### src/rtl/instruction_fetch.sv
// rtl/instruction_fetch.sv - fetch stage: program memory load, sequential (opcode, operand) issue, jump/stall/halt

module instruction_fetch #(
  parameter int ADDR_W     = 4,
  parameter int PROG_DEPTH = 16
) (
  input  logic              clk,
  input  logic              rst,
  input  logic              start_load,
  input  logic              load_valid,
  input  logic [2:0]        load_data,
  input  logic              load_last,
  output logic              load_ready,
  input  logic              run,
  input  logic              stall,
  input  logic              jump_taken,
  input  logic [ADDR_W-1:0] jump_target,
  output logic [2:0]        opcode,
  output logic [2:0]        operand,
  output logic [ADDR_W-1:0] instr_ptr_if_reg,
  output logic              instr_valid,
  output logic              halt,
  output logic [ADDR_W:0]   prog_len
);

  typedef enum logic [2:0] {S_IDLE, S_LOAD, S_READY, S_RUN, S_DONE} state_t;

  state_t            state, state_next;
  logic [2:0]        mem [PROG_DEPTH];
  logic [ADDR_W-1:0] ip, wr_ptr;
  logic [ADDR_W:0]   ip_plus1;
  logic              load_fire, load_end, run_go, load_go, at_end, advance;

  assign load_fire = (state == S_LOAD) && load_valid && load_ready;
  assign load_end  = load_fire && (load_last || wr_ptr == ADDR_W'(PROG_DEPTH - 1));
  assign run_go    = ((state == S_READY) || (state == S_DONE)) && run;
  assign load_go   = ((state == S_IDLE) || (state == S_READY) || (state == S_DONE))
                     && start_load && !run_go;
  // End test is done one bit wider so IP+1 never wraps back under prog_len.
  assign ip_plus1  = {1'b0, ip} + (ADDR_W + 1)'(1);
  assign at_end    = ip_plus1 >= prog_len;
  assign advance   = (state == S_RUN) && !jump_taken && !stall;

  always_ff @(posedge clk) begin
    if (rst) state <= S_IDLE;
    else     state <= state_next;
  end

  always_comb begin
    state_next = state;
    case (state)
      S_IDLE:          if (load_go) state_next = S_LOAD;
      S_LOAD:          if (load_end) state_next = S_READY;
      S_READY, S_DONE: begin
        if (run_go)       state_next = S_RUN;
        else if (load_go) state_next = S_LOAD;
      end
      S_RUN:           if (advance && at_end) state_next = S_DONE;
      default:         state_next = S_IDLE;
    endcase
  end

  always_ff @(posedge clk) begin
    if (!rst && load_fire) mem[wr_ptr] <= load_data;
  end

  always_ff @(posedge clk) begin
    if (rst) begin
      ip               <= '0;
      wr_ptr           <= '0;
      prog_len         <= '0;
      opcode           <= '0;
      operand          <= '0;
      instr_ptr_if_reg <= '0;
      instr_valid      <= 1'b0;
      halt             <= 1'b0;
      load_ready       <= 1'b0;
    end else begin
      if (load_go) begin
        wr_ptr     <= '0;
        load_ready <= 1'b1;
        halt       <= 1'b0;
      end
      if (load_fire) begin
        wr_ptr <= wr_ptr + ADDR_W'(1);
        if (load_end) begin
          prog_len   <= {1'b0, wr_ptr} + (ADDR_W + 1)'(1);
          load_ready <= 1'b0;
        end
      end
      if (run_go) begin
        ip          <= '0;
        halt        <= 1'b0;
        instr_valid <= 1'b0;
      end
      // Jump beats stall; a stall holds every fetch output including instr_valid.
      if (state == S_RUN && jump_taken) begin
        ip          <= jump_target;
        instr_valid <= 1'b0;
      end else if (advance) begin
        if (at_end) begin
          halt        <= 1'b1;
          instr_valid <= 1'b0;
        end else begin
          opcode           <= mem[ip];
          operand          <= mem[ip_plus1[ADDR_W-1:0]];
          instr_ptr_if_reg <= ip;
          instr_valid      <= 1'b1;
          ip               <= ip + ADDR_W'(2);
        end
      end
    end
  end

endmodule

### config.mk
export PLATFORM = sky130hd
export DESIGN_NAME = instruction_fetch
export DESIGN_NICKNAME = d
export VERILOG_FILES = /design/src/rtl/instruction_fetch.sv
export SDC_FILE = /design/constraint.sdc
export NUM_CORES = 1
export LEC_CHECK = 0
export CAP_MARGIN = 25
export CORE_MARGIN = 3
export CORE_UTILIZATION = 40
export DETAILED_ROUTE_END_ITERATION = 16
export DONT_BUFFER_PORTS = 1
export GPL_TIMING_DRIVEN = 0
export HOLD_SLACK_MARGIN = 0.15
export PLACE_DENSITY = 0.65
export SLEW_MARGIN = 20
export SYNTH_ARGS = -nofsm -noshare
export SYNTH_HDL_FRONTEND = slang
export SYNTH_SLANG_ARGS = --single-unit
### constraint.sdc
create_clock -name clk -period 2.6 [get_ports clk]
set_input_delay 0.13 -clock clk [delete_from_list [all_inputs] [get_ports clk]]
set_output_delay 0.13 -clock clk [all_outputs]
set_load 0.02 [all_outputs]
# Word level (Yosys, flattened, before mapping)
# Memory sizes are Yosys's and may differ from the RTL's. A register that Yosys moved wholly into a read port is not among the register bits.
# Index checks and enable logic that the tools add are counted.
dict set report totals {
  register_bits 23
  ramBits 48
  inputBits 15
  output_inout_bits 18
  elab_cells 74
  mem_count 1
}
# name words width read_ports rd_ports_with_merged_regs write_ports line_no
set mem_list {}
lappend mem_list {mem 16 3 2 2 1 29} ;# logic [2:0] mem [PROG_DEPTH];
dict set report classes {
  n_addsub 4
  magnitude_cmp 1
  eq_ne 7
  mux 24
  bitwise_logic 2
  n_reduce_logical 27
}
# op count
set ops {}
lappend ops {{2-to-1 mux 4 bit} 6}
lappend ops {{2-to-1 mux 1 bit} 13}
lappend ops {{2-to-1 mux 3 bit} 4}
lappend ops {{case mux 3 bit (4 select lines)} 1}
lappend ops {{logical AND 1 bit} 11}
lappend ops {{adder 4 x 1 -> 5 bit (second input constant)} 2}
lappend ops {{== test 3 x 2 -> 1 bit (second input constant)} 2}
lappend ops {{greater-or-equal comparator 5 bit} 1}
lappend ops {{adder 4 x 1 -> 4 bit (second input constant)} 1}
lappend ops {{adder 4 x 2 -> 4 bit (second input constant)} 1}
lappend ops {{== test 4 bit (second input constant)} 1}
lappend ops {{logical NOT 1 bit} 4}
lappend ops {{logical OR 1 bit} 4}
lappend ops {{AND reduction 2 bit} 2}
lappend ops {{nonzero test 2 bit} 2}
lappend ops {{OR reduction 2 bit} 2}
lappend ops {{== test 3 x 1 -> 1 bit (second input constant)} 1}
lappend ops {{== test 3 bit (second input constant)} 1}
lappend ops {{logical NOT 3 bit} 1}
lappend ops {{AND reduction 3 bit} 1}
lappend ops {{!= test 2 x 1 -> 1 bit (second input constant)} 1}
lappend ops {{!= test 2 bit (second input constant)} 1}
lappend ops {{NOT 1 bit} 2}

# Depth between registers and ports, before layout
# Gate-level depths: netlist of run 1.
dict set report depth {
  ltp_word 10
  depth_mapped 11
}

# Least setup slack after synthesis of run 1
# No wires, ideal clock.
dict set report synth_path {
  path_kind {flip-flop to flip-flop}
  start {reg ip[2]}
  end {reg state[0]}
  setup_ps 86
  arrival_time_ps 2323
  required_time_ps 2514
  setup_slack_ps 191
  stages_incl_launch_ff 10
  period_less_slack_ps 2409
  cell_sequence {dfxtp_1 -> buf_4 -> xnor2_1 -> inv_1 -> ha_1 -> a21o_1 -> a31oi_1 -> o21ai_0 -> a221o_1 -> a211oi_1}
}
dict set report synth_between {
  elab_chain_cells 5
}
# item line_no
set synth_rtl {}
lappend synth_rtl {{start: declaration} 30} ;# logic [ADDR_W-1:0] ip, wr_ptr;
lappend synth_rtl {{start signal: assignment} 98} ;# ip <= jump_target;
lappend synth_rtl {{start signal: assignment} 109} ;# ip <= ip + ADDR_W'(2);
lappend synth_rtl {{adder 4 x 1 -> 5 bit} 40} ;# assign ip_plus1 = {1'b0, ip} + (ADDR_W + 1)'(1);
lappend synth_rtl {{greater-or-equal comparator 5 bit} 41} ;# assign at_end = ip_plus1 >= prog_len;
lappend synth_rtl {{logical AND 1 bit} 58} ;# S_RUN: if (advance && at_end) state_next = S_DONE;
lappend synth_rtl {{!= test 2 x 1 -> 1 bit (no source line)} -}
lappend synth_rtl {{AND reduction 2 bit (no source line)} -}
lappend synth_rtl {{end signal: assignment} 46} ;# else state <= state_next;
lappend synth_rtl {{end: declaration} 28} ;# state_t state, state_next;
# Every way passes these cells.
# A chain may end at the register's enable or synchronous reset.

# Worst setup path after layout of run 1
dict set report layout_path {
  start {reg ip[2]}
  end {reg opcode[0] (read register of mem)}
}
dict set report layout_between {
  elab_chain_cells 4
}
# item line_no
set layout_rtl {}
lappend layout_rtl {{adder 4 x 1 -> 5 bit} 40}
lappend layout_rtl {{greater-or-equal comparator 5 bit} 41}
lappend layout_rtl {{NOT 1 bit (no source line)} -}
lappend layout_rtl {{AND reduction 3 bit (no source line)} -}
lappend layout_rtl {{end: declaration} 18} ;# output logic [2:0] opcode,
# Parallel ways exist; a longest one is shown, timed or not.

==> metrics, run 1 <==
I/O pin total 33; Primary FF master, synth edfxtp_1; Max Root-Sink Buffers 2; FF+latch count, synth 77; Post-Syn Nets 327; YS warnings 0; Num CTS Buffers 9; Setup Crit Path Kind reg -> reg; worst min-delay path category in -> reg; Synth Cell Area 3860 um2; Post-synth EDFFs 48; H-tree depth 3; area of the core 9330 um2; CP required 2.89 ns; Regs by FF count mem: 48 flops, prog_len: 5 flops; Area Overhead vs Synth 13.3%; Avg Cell Area, Syn 12.8 um2; largest area contributor in the netlist edfxtp_1; Crit path buffers/inverters 3; CTS tree built; Cell Area, Placed 4030 um2; total power 2200 uW; final hold vios 0; Placer Congestion 0.870; setup TNS 0 ns; Slew headroom 56.4%; Startpoint Class flip-flop; clock-pin transition on the worst setup and hold timing paths 0.08 ns; drt drc 0; status complete, no violations; GRT Overall Usage 16.4%; first-pass GRT wire length 13.9 mm; largest net degree at the start of global routing 17; design area 4380 um2; drt pass-1 iters 4; Setup Viol. Count Final 0; most common cell after layout, fill and taps aside edfxtp_1; Leakage 0.00146 uW; worst path cell trace buf_8 -> xnor2_4 -> inv_1 -> ha_1 -> a21o_1 -> a31oi_4 -> o211ai_4 -> buf_6 -> or3_1 -> a21oi_1; share of cells above drive strength 1 20.4%; Async SR Flop Fraction 0%; Min Hold Slack 0.174 ns; Synth top area share 37.3%; Initial Utilization 41.4%; Top reg by flops mem; register area share after synthesis 52.3%; I/O Buffers 0; max capacitance violation total 0; Final Skew 0.00858 ns; CP peak stage delay 0.39 ns; initial drt markers 198; Routed Antenna Nets 0; DR vias 2544; Routed WL per cell 18.9 um; Worst setup EP type flip-flop; Peak supply drop 0.203 mV; Nets 350; Worst-Skew Late Latency 0.35 ns; synth unique cells 50; row count 35; synth top area cells edfxtp_1 37%, dfxtp_1 15%, mux4_2 14%, ha_1 3.6%, mux2i_1 2.8%; Die Height 104 um; Largest register FFs 48; CP arrival 2.71 ns; Worst Path Max Fanout 10; Final Max Slew Viols 0; Worst Tran Pin Value 0.653 ns; Chip Width 104 um; RSZ-0062 raised after global routing false; pwr dens 503 nW/um2; die area 10900 um2; CP max stage cell dfxtp_4; Final Critical Period 2.42 ns; DP HPWL 6.22 mm; CTS root buf clkbuf_8; max frequency 0.412 GHz; Cells after Synth 301; Inserted Diodes 0; DR vias/cell 5.55; antenna violations before repair 0; delay-heaviest family, CP compound AO/OA/AOI/OAI gates; commonest cells after routing, fill and taps aside 48 x edfxtp_1, 26 x dfxtp_1, 25 x nor2_1, 24 x mux4_2; Tcrit/Tclk final 93.3%; vias in the first global route 2592; final wirelength 8.65 mm; remaining global-route overflow 0; CTS sink count 77
-- final timing paths --
path,from,to,slack (ns),cells past startpoint
worst max-delay path,ip[2]$_SDFF_PP0_,opcode[0]$_SDFFE_PP0P_,0.18,10
worst min-delay path,jump_taken,ip[0]$_SDFFE_PP0P_,0.17,3
worst max register to register,ip[2]$_SDFF_PP0_,opcode[0]$_SDFFE_PP0P_,0.18,10
worst min register to register,wr_ptr[1]$_SDFFE_PP0P_,wr_ptr[1]$_SDFFE_PP0P_,0.54,2
-- layout make-up --
cell class,instances,area [um2]
fillers,809,4950
clock buffers,9,124
flip-flops and latches,77,2030
clock inverters,7,51.3
repair buffers,13,130
plain buffers,17,113
inverters,11,41.3
multi-input cells,195,1730
well taps,129,161
-- worst register-to-register path, cell delays in order (launching register included) --
cell      delay [ns]
dfxtp_4         0.39
buf_8           0.16
xnor2_4         0.25
inv_1           0.08
ha_1            0.33
a21o_1          0.20
a31oi_4         0.18
o211ai_4        0.12
buf_6           0.17
or3_1           0.37
a21oi_1         0.12
-- Yosys cell counts, drive strengths merged (7+ instances only) --
| master | instances |
|---|---|
| a21oi | 19 |
| buf | 11 |
| clkbuf | 7 |
| dfxtp | 29 |
| edfxtp | 48 |
| ha | 11 |
| inv | 11 |
| mux2i | 11 |
| mux4 | 24 |
| nand2 | 19 |
| nand3 | 7 |
| nor2 | 25 |
| nor3 | 7 |
| o21ai | 8 |
| o22ai | 7 |
-- timing repair --
action,in CTS,in global routing
endpoints found under the setup margin,15,14
hold endpoints to repair,61,0
hold buffers,13,0
gates resized for setup,5,9
setup buffers,0,0
pin swaps,0,1
-- power by group --
group,internal [uW],switching [uW]
Sequential,1300,7.37
Combinational,32.8,49.3
Clock,347,468
-- per-stage QoR --
step / setup slack (ns) / utilization (%) / std cells
2_1_floorplan: 0.191 / - / 301
3_3_place_gp: -0.288 / 43.2 / 430
3_5_place_dp: -0.280 / 43.2 / 430
4_1_cts: 0.0275 / 46.7 / 459
5_1_grt: 0.00955 / 46.9 / 458
6_report: 0.175 / 46.9 / 458
-- cell families (layout without fill, tap and decap cells) --
group                    count (synthesis)  count (layout)  synth area share [%]
buffers and inverters                   29              57                  3.82
AO/OA/AOI/OAI                           50              50                  8.39
AND/OR/NAND/NOR                         91              91                  12.6
flip-flops                              77              77                  52.3
multiplexers                            38              38                  17.7
adder cells (fa/ha/maj)                 11              11                  3.56
XOR/XNOR                                 5               5                  1.62
-- metal layers --
metal	wire length [um]	vias up	GRT usage (%)
li1	-	1195	-
met1	3710	1247	20.4
met2	4330	87	28.2
met3	432	15	2.79
met4	174	0	7.12
met5	0	-	0
No activity file was read; power rests on OpenSTA's default activity.
==> run 2: changes to the inputs <==
--- a/config.mk
+++ b/config.mk
@@ -5,6 +5,7 @@
 export SDC_FILE = /design/constraint.sdc
 export NUM_CORES = 1
 export LEC_CHECK = 0
+export ABC_AREA = 1
 export CAP_MARGIN = 25
 export CORE_MARGIN = 3
 export CORE_UTILIZATION = 40
==> metrics, run 2 <==
Worst setup EP type flip-flop; crit path from ip[0]$_SDFFE_PP0P_; CTS sink count 77; max capacitance violation total 0; I/O Buffers 0; Num CTS Buffers 9; largest area contributor in the netlist edfxtp_1; CP max stage cell dfxtp_1; Synth Cell Area 4090 um2; Largest register FFs 48; vias in the first global route 3264; Top reg by flops mem; remaining global-route overflow 0; DP Cell Count 618; Inserted Diodes 0; max frequency 0.428 GHz; Setup Crit Path Kind reg -> reg; largest net degree at the start of global routing 17; Routed Antenna Nets 0; CP peak stage delay 0.38 ns; area of the core 9860 um2; antenna violations before repair 0; Chip Width 107 um; worst min-delay path category in -> reg; register area share after synthesis 49.4%; Async SR Flop Fraction 0%; Setup Viol. Count Final 0; CTS root buf clkbuf_8; I/O pin total 33; Final Max Slew Viols 0; Die Height 107 um; worst path cell trace buf_2 -> nand2_1 -> xor2_4 -> inv_1 -> ha_1 -> nand2_1 -> nor2_1 -> nand2_1 -> nand3_2 -> nor2_8 -> buf_4 -> nand3_1 -> nand3_1 -> nand2_1 -> inv_1; setup TNS 0 ns; most common cell after layout, fill and taps aside nand2_1; most instantiated cells after synthesis 100 x nand2_1, 64 x inv_1, 58 x nand3_1; reg2reg start ip[0]$_SDFFE_PP0P_; Placer Congestion 0.913; DR vias 3427; Util after Layout 47.2%; Non-Filler Instances 651; synth top area cells edfxtp_1 35%, dfxtp_1 14%, nand2_1 9.2%, nand3_1 7.1%, inv_1 5.9%; CP arrival 2.63 ns; Avg Cell Area, Syn 8.44 um2; Worst Path Max Fanout 8; Routed WL per cell 16.4 um; H-tree depth 3; Reg-to-Reg End opcode[1]$_SDFFE_PP0P_; drt pass-1 iters 5; Final Skew 0.0156 ns; Synth top area share 35.2%; Regs by FF count mem: 48 flops, prog_len: 5 flops; final wirelength 10.7 mm; Critical path destination opcode[1]$_SDFFE_PP0P_; pwr dens 564 nW/um2; cell mode on critical path nand2_1; Leakage 0.00190 uW; clock-pin transition on the worst setup and hold timing paths 0.09 ns; DP HPWL 7.68 mm; Primary FF master, synth edfxtp_1; Final Critical Period 2.33 ns; total power 2620 uW; Worst Tran Pin Value 0.634 ns; internal reg-to-reg setup slack 0.27 ns; Peak supply drop 0.371 mV; first-pass GRT wire length 17.3 mm; Crit path buffers/inverters 4; Cell Area, Placed 4260 um2; delay-heaviest family, CP simple AND/OR/NAND/NOR gates; Initial Utilization 41.5%; most frequent cell after synthesis nand2_1; critical path depth in cells 15; Post-synth EDFFs 48; RSZ-0062 raised after global routing false; row count 36; Tcrit/Tclk final 89.8%; Startpoint Class flip-flop; design area 4660 um2; Cells after Synth 485; final hold vios 0; Post-Syn Nets 511; status complete, no violations; Slew headroom 57.6%; YS warnings 0; Area Overhead vs Synth 13.8%; CP required 2.89 ns; initial drt markers 301; GRT Overall Usage 19.4%; Max Root-Sink Buffers 2; commonest cells after routing, fill and taps aside 100 x nand2_1, 64 x inv_1, 58 x nand3_1, 48 x nor2_1, 48 x edfxtp_1; FF+latch count, synth 77; share of cells above drive strength 1 10.2%; Nets 539; synth unique cells 31; worst r2r path cells 15; Worst-Skew Late Latency 0.35 ns; CTS tree built; DR vias/cell 5.26; die area 11500 um2; drt drc 0
-- run 2: worst min-delay path by stage --
stage               cells after the start          from                               end
floorplan                               0  load_data[0]               mem[0][0]$_DFFE_PP_
CTS                                     3           run          instr_valid$_SDFFE_PP0P_
global route                            5         stall  instr_ptr_if_reg[1]$_SDFFE_PP0P_
finish                                  5         stall  instr_ptr_if_reg[1]$_SDFFE_PP0P_
global placement                        0  load_data[1]               mem[7][1]$_DFFE_PP_
detailed placement                      0  load_data[1]               mem[6][1]$_DFFE_PP_
-- run 2: worst min-delay path, stage by stage --
cell and delay, ns:
nor2_1 0.04, nand2_4 0.10, nor2_8 0.04, nand2_1 0.08
a21oi_1 0.07
-- run 2: kinds of logic after synthesis --
| logic type | after synthesis | share of synthesized area, % |
|---|---|---|
| buffers and inverters | 91 | 9.63 |
| adder cells (fa/ha/maj) | 11 | 3.36 |
| XOR/XNOR | 5 | 1.53 |
| AND/OR/NAND/NOR | 217 | 23.7 |
| flip-flops | 77 | 49.4 |
| AO/OA/AOI/OAI | 84 | 12.4 |
-- run 2: report_power, final --
group	internal, uW	leakage (uW)	total, uW	switching (uW)
clock	539	0.000100	986	447
combinational	103	0.00114	304	202
sequential	1310	0.000666	1330	24.3
total	1950	0.00190	2620	673
-- run 2: per-layer routing --
| metal | routed length [um] | vias up | track usage, % |
|---|---|---|---|
| li1 | - | 1668 | - |
| met4 | 191 | 0 | 6.39 |
| met5 | 0 | - | 0 |
| met3 | 626 | 17 | 3.37 |
| met1 | 5050 | 1621 | 28.1 |
| met2 | 4830 | 121 | 29.4 |
-- run 2: per-stage QoR --
stage,worst slack [ns],hold WS [ns]
6_report,0.266,0.146
5_1_grt,0.0266,0.192
4_1_cts,0.0595,0.152
3_5_place_dp,-0.0427,0.231
3_3_place_gp,0.0427,0.231
2_1_floorplan,0.464,0.229
-- run 2: timing repair --
item | CTS | global route
hold endpoints to repair | 61 | 0
pin swaps | 0 | 1
gates resized for setup | 1 | 1
setup endpoints to repair | 7 | 10
hold buffers | 15 | 0
setup buffers | 0 | 2
-- run 2: layout make-up --
| type | instances | area [um2] |
|---|---|---|
| Multi-Input combinational cell | 317 | 1690 |
| Buffer | 22 | 135 |
| Clock inverter | 6 | 87.6 |
| Clock buffer | 10 | 128 |
| Inverter | 69 | 259 |
| Timing Repair Buffer | 17 | 165 |
| Tap cell | 133 | 166 |
| Fill cell | 932 | 5210 |
| Sequential cell | 77 | 2020 |
==> run 3: changes to the inputs <==
--- a/config.mk
+++ b/config.mk
@@ -8,12 +8,13 @@
 export ABC_AREA = 1
 export CAP_MARGIN = 25
 export CORE_MARGIN = 3
-export CORE_UTILIZATION = 40
+export CORE_UTILIZATION = 60
+export CTS_BUF_LIST = sky130_fd_sc_hd__clkbuf_8
 export DETAILED_ROUTE_END_ITERATION = 16
 export DONT_BUFFER_PORTS = 1
 export GPL_TIMING_DRIVEN = 0
 export HOLD_SLACK_MARGIN = 0.15
-export PLACE_DENSITY = 0.65
+export PLACE_DENSITY = 0.87
 export SLEW_MARGIN = 20
 export SYNTH_ARGS = -nofsm -noshare
 export SYNTH_HDL_FRONTEND = slang
==> metrics, run 3 (synthesis gave the netlist of run 2 again) <==
status complete, no violations; pwr dens 550 nW/um2; DR vias 3638; setup TNS 0 ns; Fillers 504; max frequency 0.417 GHz; Worst setup EP type flip-flop; max capacitance violation total 0; antenna violations before repair 0; worst r2r path cells 12; final wirelength 11.0 mm; Reg-to-Reg End operand[1]$_SDFFE_PP0P_; Final Skew 0.0158 ns; Worst Path Max Fanout 10; Largest register FFs 48; routing usage on met3 7.45%; Num CTS Buffers 9; CTS sink count 77; Worst Tran Pin Value 0.689 ns; GRT Overall Usage 29.7%; Setup Crit Path Kind reg -> reg; largest net degree at the start of global routing 17; Nets 538; worst path cell trace ha_1 -> xor2_4 -> ha_1 -> nand2_1 -> nor2_1 -> nand2_1 -> nand3_2 -> nor2_8 -> buf_6 -> nand3_1 -> nand2_1 -> inv_1; DR vias/cell 6.12; Peak supply drop 0.473 mV; Regs by FF count mem: 48 flops, prog_len: 5 flops; Placer Congestion 0.979; Slew headroom 53.9%; Max Root-Sink Buffers 2; Area Overhead vs Synth 10.7%; drt drc 0; internal reg-to-reg setup slack 0.20 ns; Die Height 88.6 um; CP required 2.85 ns; CP arrival 2.65 ns; Inserted Diodes 0; area of the core 6490 um2; Final Critical Period 2.40 ns; CTS root buf clkbuf_8; Startpoint Class flip-flop; die area 7850 um2; drt pass-1 iters 6; final hold vios 0; worst min-delay path category in -> reg; Leakage 0.00189 uW; share of cells above drive strength 1 10.4%; met2 Track Usage GR 45.1%; Chip Width 88.6 um; I/O Buffers 0; CP peak stage delay 0.39 ns; Tcrit/Tclk final 92.2%; RSZ-0062 raised after global routing false; Initial Utilization 63.0%; Routed Antenna Nets 0; first-pass GRT wire length 17.1 mm; commonest cells after routing, fill and taps aside 100 x nand2_1, 64 x inv_1, 58 x nand3_1, 48 x nor2_1, 48 x edfxtp_1; vias in the first global route 3336; Util after Layout 69.8%; crit path from ip[0]$_SDFFE_PP0P_; Setup Viol. Count Final 0; clock-pin transition on the worst setup and hold timing paths 0.10 ns; DP HPWL 7.69 mm; Top reg by flops mem; row count 29; reg2reg start ip[0]$_SDFFE_PP0P_; remaining global-route overflow 0; H-tree depth 3; Routed WL per cell 18.6 um; Critical path destination operand[1]$_SDFFE_PP0P_; CTS tree built; CP max stage cell dfxtp_1; Worst-Skew Late Latency 0.36 ns; initial drt markers 475; Top Usage Layer GRT met2; met1 GRT Util 40.8%; most common cell after layout, fill and taps aside nand2_1; cell mode on critical path nand2_1; I/O pin total 33; Final Max Slew Viols 0
[run 3: worst min-delay path by stage]
stage	slack [ns]	cells after the start	startpoint	to
after floorplan	0.23	0	load_data[0]	mem[0][0]$_DFFE_PP_
after global placement	0.23	0	load_data[0]	mem[6][0]$_DFFE_PP_
after detailed placement	0.23	0	load_data[2]	mem[6][2]$_DFFE_PP_
after CTS	0.17	5	stall	instr_ptr_if_reg[1]$_SDFFE_PP0P_
after global routing	0.18	2	rst	wr_ptr[1]$_SDFFE_PP0P_
final	0.18	2	rst	wr_ptr[1]$_SDFFE_PP0P_
[run 3: worst max-delay path: cells and delay by family (launching register included)]
kind | cells | cell delay, ns
AND/OR/NAND/NOR | 7 | 0.75
adder cells (fa/ha/maj) | 2 | 0.61
XOR/XNOR | 1 | 0.32
flip-flops | 1 | 0.39
buffers and inverters | 2 | 0.20
[run 3: cell type report]
class / instances / area [um2] / share of cell area, %
flip-flops and latches: 77 / 2020 / 44.6
multi-input cells: 317 / 1680 / 37.1
inverters: 69 / 259 / 5.72
repair buffers: 16 / 158 / 3.48
plain buffers: 22 / 135 / 2.98
clock buffers: 9 / 124 / 2.73
well taps: 77 / 96.3 / 2.13
clock inverters: 7 / 53.8 / 1.19
[run 3: stage by stage]
stage	hold WS [ns]	total power [uW]	setup WS [ns]	std cells	area [um2]
3_3_place_gp	0.230	1620	0.0653	562	4190
3_5_place_dp	0.230	1630	0.0158	562	4190
2_1_floorplan	0.229	1560	0.464	485	4090
4_1_cts	0.166	2480	0.107	593	4520
6_report	0.180	2490	0.202	594	4530
5_1_grt	0.180	2590	0.00150	594	4530
[run 3: layer usage]
| metal | wire length [um] | vias to the layer above |
|---|---|---|
| met5 | 0 | - |
| met4 | 305 | 0 |
| met3 | 1010 | 41 |
| met2 | 5180 | 223 |
| met1 | 4530 | 1708 |
| li1 | - | 1666 |
[run 3: report_power, final]
part           switching (uW)  leakage [uW]  internal [uW]  total, uW
registers                25.0      0.000666           1310       1330
clock network             487     0.0000928            359        847
logic                     209       0.00113            102        312
[run 3: repair_timing]
item	CTS	global route
setup endpoints to repair	6	8
hold endpoints to repair	62	0
resized for setup	1	0
buffers inserted	0	1
hold buffers	15	0
